<file path="src/rtl/fifo_wr_arbiter_if.sv">
// Bundle of signals between the requesters/FIFO side (master) and the
// round-robin FIFO write arbiter (slave).
interface fifo_wr_arbiter_if #(
   parameter int N   = 4,
   parameter int D_W = 8
);
   logic [N-1:0]     req;
   logic [N*D_W-1:0] req_data;
   logic [N-1:0]     ack;
   logic [N-1:0]     grant;
   logic             fifo_full;
   logic             fifo_wren;
   logic [D_W-1:0]   fifo_din;
   logic             busy;
   logic [N*16-1:0]  stat_cnt;

   modport master (
      output req, req_data, fifo_full,
      input  ack, grant, fifo_wren, fifo_din, busy, stat_cnt
   );

   modport slave (
      input  req, req_data, fifo_full,
      output ack, grant, fifo_wren, fifo_din, busy, stat_cnt
   );
endinterface

</file>
<file path="src/rtl/fifo_wr_arbiter.sv">
// Round-robin arbiter sharing one FIFO write port among N requesters with
// bounded bursts. Optional per-requester word counters: FIFO_ARB_STATS_EN.
module fifo_wr_arbiter #(
   parameter int N     = 4,
   parameter int D_W   = 8,
   parameter int BURST = 4
) (
   input  logic           clk,
   input  logic           rst,
   fifo_wr_arbiter_if.slave bus
);
   localparam int IDX_W = (N > 1) ? $clog2(N) : 1;
   localparam int CNT_W = $clog2(BURST) + 1;

   typedef enum logic {S_IDLE, S_GRANT} state_t;

   state_t           r_state;
   logic [N-1:0]     r_grant;
   logic [IDX_W-1:0] r_gidx;
   logic [IDX_W-1:0] r_rr_ptr;
   logic [CNT_W-1:0] r_cnt;
   logic             r_busy;

   logic [IDX_W-1:0] w_pick;
   logic [IDX_W-1:0] w_next_ptr;
   logic             w_req_g;
   logic             w_xfer;
   logic             w_last;
   logic [N-1:0]     w_ack;
   logic [D_W-1:0]   w_din;

   // First requester at or above rr_ptr, wrapping mod N.
   always_comb begin
      // NOTE: every combinational output gets a default first so no path leaves it unassigned (no latch).
      w_pick = r_rr_ptr;
      for (int k = N - 1; k >= 0; k--) begin
         automatic int unsigned idx = (int'(r_rr_ptr) + k) % N;
         if (bus.req[idx]) w_pick = IDX_W'(idx);
      end
   end

   always_comb begin
      w_din   = '0;
      w_req_g = 1'b0;
      for (int i = 0; i < N; i++) begin
         if (r_state == S_GRANT && IDX_W'(i) == r_gidx) begin
            w_din   = bus.req_data[i*D_W +: D_W];
            w_req_g = bus.req[i];
         end
      end
   end

   assign w_xfer     = (r_state == S_GRANT) & w_req_g & ~bus.fifo_full & ~rst;
   assign w_last     = (r_cnt == CNT_W'(BURST - 1));
   assign w_next_ptr = IDX_W'((int'(r_gidx) + 1) % N);
   assign w_ack      = w_xfer ? r_grant : '0;

   assign bus.ack       = w_ack;
   assign bus.grant     = r_grant;
   assign bus.fifo_wren = w_xfer;
   assign bus.fifo_din  = w_din;
   assign bus.busy      = r_busy;

   // NOTE: sequential state uses non-blocking assignments so every register samples pre-edge values.
   always_ff @(posedge clk) begin
      if (rst) begin
         r_state  <= S_IDLE;
         r_grant  <= '0;
         r_gidx   <= '0;
         r_rr_ptr <= '0;
         r_cnt    <= '0;
         r_busy   <= 1'b0;
      end else begin
         case (r_state)
            S_IDLE: begin
               if (|bus.req) begin
                  r_state <= S_GRANT;
                  r_grant <= N'(1) << w_pick;
                  r_gidx  <= w_pick;
                  r_cnt   <= '0;
                  r_busy  <= 1'b1;
               end
            end
            S_GRANT: begin
               // A dropped request releases even when the FIFO is full.
               if (!w_req_g || (w_xfer && w_last)) begin
                  r_state  <= S_IDLE;
                  r_grant  <= '0;
                  r_rr_ptr <= w_next_ptr;
                  r_busy   <= 1'b0;
               end else if (w_xfer) begin
                  r_cnt <= r_cnt + CNT_W'(1);
               end
            end
            default: begin
               r_state <= S_IDLE;
               r_grant <= '0;
               r_busy  <= 1'b0;
            end
         endcase
      end
   end

`ifdef FIFO_ARB_STATS_EN
   logic [15:0] r_stat [N];

   always_ff @(posedge clk) begin
      if (rst) begin
         for (int i = 0; i < N; i++) r_stat[i] <= '0;
      end else begin
         for (int i = 0; i < N; i++) begin
            if (w_ack[i] && r_stat[i] != 16'hFFFF) r_stat[i] <= r_stat[i] + 16'd1;
         end
      end
   end

   for (genvar g = 0; g < N; g++) begin : g_stat
      assign bus.stat_cnt[g*16 +: 16] = r_stat[g];
   end
`else
   assign bus.stat_cnt = '0;
`endif

endmodule
</file>
<file path="src/flat_wrapper.sv">
// flat-port wrapper written by rule: the top's interface ports become plain ports
module fifo_wr_arbiter_flat 
#(
   parameter int N     = 4,
   parameter int D_W   = 8,
   parameter int BURST = 4
)
  (clk, rst, bus_req, bus_req_data, bus_fifo_full, bus_ack, bus_grant, bus_fifo_wren, bus_fifo_din, bus_busy, bus_stat_cnt);
  fifo_wr_arbiter_if #(.N(N), .D_W(D_W)) bus_i ();
  input  logic clk;
  input  logic rst;
  input wire logic [$bits(bus_i.req)-1:0] bus_req;
  input wire logic [$bits(bus_i.req_data)-1:0] bus_req_data;
  input wire logic [$bits(bus_i.fifo_full)-1:0] bus_fifo_full;
  output wire logic [$bits(bus_i.ack)-1:0] bus_ack;
  output wire logic [$bits(bus_i.grant)-1:0] bus_grant;
  output wire logic [$bits(bus_i.fifo_wren)-1:0] bus_fifo_wren;
  output wire logic [$bits(bus_i.fifo_din)-1:0] bus_fifo_din;
  output wire logic [$bits(bus_i.busy)-1:0] bus_busy;
  output wire logic [$bits(bus_i.stat_cnt)-1:0] bus_stat_cnt;
  assign bus_i.req = bus_req;
  assign bus_i.req_data = bus_req_data;
  assign bus_i.fifo_full = bus_fifo_full;
  assign bus_ack = bus_i.ack;
  assign bus_grant = bus_i.grant;
  assign bus_fifo_wren = bus_i.fifo_wren;
  assign bus_fifo_din = bus_i.fifo_din;
  assign bus_busy = bus_i.busy;
  assign bus_stat_cnt = bus_i.stat_cnt;
  fifo_wr_arbiter #(.N(N), .D_W(D_W), .BURST(BURST)) u_core (.clk(clk), .rst(rst), .bus(bus_i));
endmodule
</file>
<file path="config.mk">
export PLATFORM = sky130hd
export DESIGN_NAME = fifo_wr_arbiter_flat
export DESIGN_NICKNAME = d
export VERILOG_FILES = /design/src/rtl/fifo_wr_arbiter_if.sv /design/src/rtl/fifo_wr_arbiter.sv /design/src/flat_wrapper.sv
export SDC_FILE = /design/constraint.sdc
export NUM_CORES = 1
export LEC_CHECK = 0
export CORE_ASPECT_RATIO = 0.8
export CORE_MARGIN = 5
export CORE_UTILIZATION = 38
export CTS_BUF_LIST = sky130_fd_sc_hd__clkbuf_16
export CTS_CLUSTER_SIZE = 14
export DETAILED_ROUTE_END_ITERATION = 8
export DONT_BUFFER_PORTS = 1
export PLACE_DENSITY_LB_ADDON = 0.15
export RECOVER_POWER = 100
export SLEW_MARGIN = 20
export SYNTH_ARGS = -nofsm -noshare
export SYNTH_HDL_FRONTEND = slang
export SYNTH_SLANG_ARGS = --single-unit
export TNS_END_PERCENT = 1
</file>
<file path="constraint.sdc">
create_clock -name clk -period 3.2 [get_ports clk]
set_input_delay 0.64 -clock clk [delete_from_list [all_inputs] [get_ports clk]]
set_output_delay 0.64 -clock clk [all_outputs]
set_load 0.05 [all_outputs]
</file>
==> impl_metrics.json <==
{
  "synth_top_cell_area_share_pct": 32.26,
  "synthDistinctLibCells": 37,
  "grt_setup_unrepaired": "false",
  "syn_to_final_growth_pct": -1.284,
  "yosys.area_share.adder_pct": 4.815,
  "slowest_stage": "a221o_1",
  "die_area_sq_um": 5492,
  "yosys.area_share.simple_pct": 23.35,
  "track_usage_pct": 11.65,
  "finalPower_uw": 812.2,
  "post_cts_resized": 0,
  "rrSetupSlack_ns": 0.58,
  "yosys.area.top_type": "buf_4",
  "syn-cell-area_sq_um": 1559,
  "initialDrtViolationCount": 52,
  "endpoint": "bus_ack[3]",
  "synthTopCellsByCount": "buf_4, a21oi_1, nor2_1",
  "drv_slew": 0,
  "grt-ovfl-total": 0,
  "coreArea_sq_um": 3879,
  "ant_nets": 0,
  "fillers": 427,
  "via_count": 1170,
  "finClkSkew_ns": 0.002823,
  "path_max_fanout": 18,
  "firstDrtPassIters": 4,
  "yosys_most_used_dff": "dfxtp_1",
  "wl_per_cell_microns": 12.75,
  "worstSetupStartpoint": "u_core.r_gidx[0]",
  "cts.clk_slew.worst_paths_ns": 0.05,
  "setup_viol": 0,
  "fmaxAchievable_mhz": 347.2,
  "start_util_pct": 40.19,
  "slew_headroom_pct": 28.33,
  "n_antenna_cell": 0,
  "r2r-start": "u_core.r_gidx[0]",
  "crit_type": "reg -> out",
  "post-dp-hpwl_mm": 2.859,
  "clock_path_buffers": 2,
  "fp-row-count": 20,
  "numPortBuffers": 0,
  "crit_chain": "inv_1 > ha_1 > a221o_1 > nor4_4 > and2_0 > buf_12",
  "ys_top_cells_by_area": "buf_4, dfxtp_1, a21oi_1, ha_1, a221oi_1",
  "worst_r2r_path_depth": 6,
  "end_kind": "output port",
  "num-nets-final": 261,
  "hold_path.class": "in -> reg",
  "required_ns": 2.56,
  "die_x_microns": 81.61,
  "p_per_area_nw_per_um2": 527.7,
  "cp_slowest_stage_delay_ns": 0.42,
  "critPathArrivalTime_ns": 2.24,
  "ir_worst_vdd_uv": 273.5,
  "grt_pass1_vias": 1042,
  "drc": 0,
  "setup-tns-final_ns": 0,
  "grt_pass1_wl_mm": 4.892,
  "status": "finished, final reports clean",
  "synth_top_family_by_area": "buffers and inverters",
  "syn_inst": 205,
  "grt_max_degree": 19,
  "power.leakage_uw": 0.0007230,
  "critPathLaunchType": "flop",
  "hold_buffers": 0,
  "fin_crit_sh_pct": 90.01,
  "cts_root_buf": "clkbuf_16",
  "pin_count": 121,
  "finalHoldViolCount": 0,
  "synth_mux_area_share_pct": 1.926,
  "cap_violations": 0,
  "synth_compound_area_share_pct": 17.09,
  "cts_sinks": 13,
  "h-tree-depth": 1,
  "antenna_found_initial": 0,
  "ys_warn_count": 0,
  "cts_tree": "yes",
  "async_reset_ff_share_pct": 0,
  "wl_mm": 3.442,
  "yosysSeqAreaShare_pct": 16.69,
  "cts_buffers": 3,
  "finalCriticalPeriod_ns": 2.880,
  "clock_latency_ns": 0.24,
  "ys_ff_latch": 13,
  "synth.most_common_cell": "buf_4",
  "viasPerCell": 4.333,
  "syn-mean-instance-area_sq_um": 7.605,
  "die_h_microns": 67.29,
  "gp_congestion": 0.8283,
  "worst_pin_slew_ns": 1.066,
  "synth-edff-count": 0,
  "r2r_end": "u_core.r_rr_ptr[1]",
  "synth-xor-area-share_pct": 0,
  "drive_gt1_share_pct": 11.16,
  "post-cts-setup-buffers": 0
}
==> critical path, delay by kind of cell (launching register included) <==
family | cells | cell delay (ns)
simple gates | 2 | 0.56
fa+ha+maj | 1 | 0.38
compound gates | 1 | 0.42
buf+inv | 2 | 0.25
flops | 1 | 0.37
==> placed cells by master, fill, tap and decap left out, drive strengths merged, types with 4 or more instances in the layout <==
master,netlist,layout
ha,6,6
clkbuf,2,10
and2,5,5
nand2b,4,4
conb,1,64
nor3,9,9
nand2,9,9
buf,69,7
dfxtp,13,13
nor2,16,16
a221oi,7,7
nor2b,9,9
inv,8,9
a21oi,17,17
nand3,6,6
==> cells by family after synthesis <==
| group | after synthesis |
|---|---|
| AO/OA/AOI/OAI | 37 |
| adder cells (fa/ha/maj) | 6 |
| buffers and inverters | 79 |
| flip-flops | 13 |
| multiplexers | 3 |
| other | 1 |
| AND/OR/NAND/NOR | 66 |
==> registers in the layout, summed over array words and instances, names as in the netlist <==
| name | count |
|---|---|
| u_core.bus.busy | 1 |
| u_core.r_cnt | 3 |
| u_core.r_rr_ptr | 2 |
| u_core.r_state | 1 |
| u_core.r_gidx | 2 |
| u_core.bus.grant | 4 |
==> per-stage QoR <==
| step | cell area, sq um | util, % | instances | setup WS (ns) | hold slack, ns |
|---|---|---|---|---|---|
| after floorplan | 1795 | - | 268 | 0.2661 | 0.4459 |
| after global placement | 1493 | 38.48 | 266 | 0.5808 | 0.4616 |
| after detailed placement | 1493 | 38.48 | 266 | 0.5746 | 0.4590 |
| after CTS | 1572 | 40.52 | 270 | 0.2851 | 0.4577 |
| after global routing | 1539 | 39.68 | 270 | 0.1116 | 0.4501 |
| final | 1539 | 39.68 | 270 | 0.3195 | 0.4581 |
==> power by group <==
part           switching [uW]  internal [uW]
Clock                    71.4            165
Combinational             297           71.9
Sequential               32.4            175
Total                     401            412
==> layout make-up <==
cell class	count	area, sq um	share of cell area, %
multi-input cells	176	960.9	62.44
clock buffers	3	75.07	4.878
repair buffers	14	137.6	8.943
clock inverters	1	3.754	0.2439
well taps	55	68.82	4.472
inverters	8	32.53	2.114
flip-flops and latches	13	260.3	16.91
==> how the worst min path moves through the flow <==
| stage | startpoint | endpoint | slack [ns] | cells past startpoint |
|---|---|---|---|---|
| 5_1_grt | rst | u_core.bus.grant[0] | 0.45 | 1 |
| 3_5_place_dp | u_core.r_cnt[0] | u_core.r_cnt[0] | 0.46 | 1 |
| 2_1_floorplan | u_core.r_cnt[0] | u_core.r_cnt[0] | 0.45 | 1 |
| 6_report | rst | u_core.r_gidx[0] | 0.46 | 1 |
| 4_1_cts | rst | u_core.bus.grant[0] | 0.46 | 1 |
| 3_3_place_gp | u_core.r_cnt[0] | u_core.r_cnt[0] | 0.46 | 1 |
==> routing by layer <==
metal	routed length, microns	GRT usage [%]	up-vias
li1	-	-	586
met1	1435	14.74	529
met2	1651	18.80	51
met3	324	3.733	4
met4	30	3.734	0
met5	0	0	-
No activity file was read; power rests on OpenSTA's default activity.
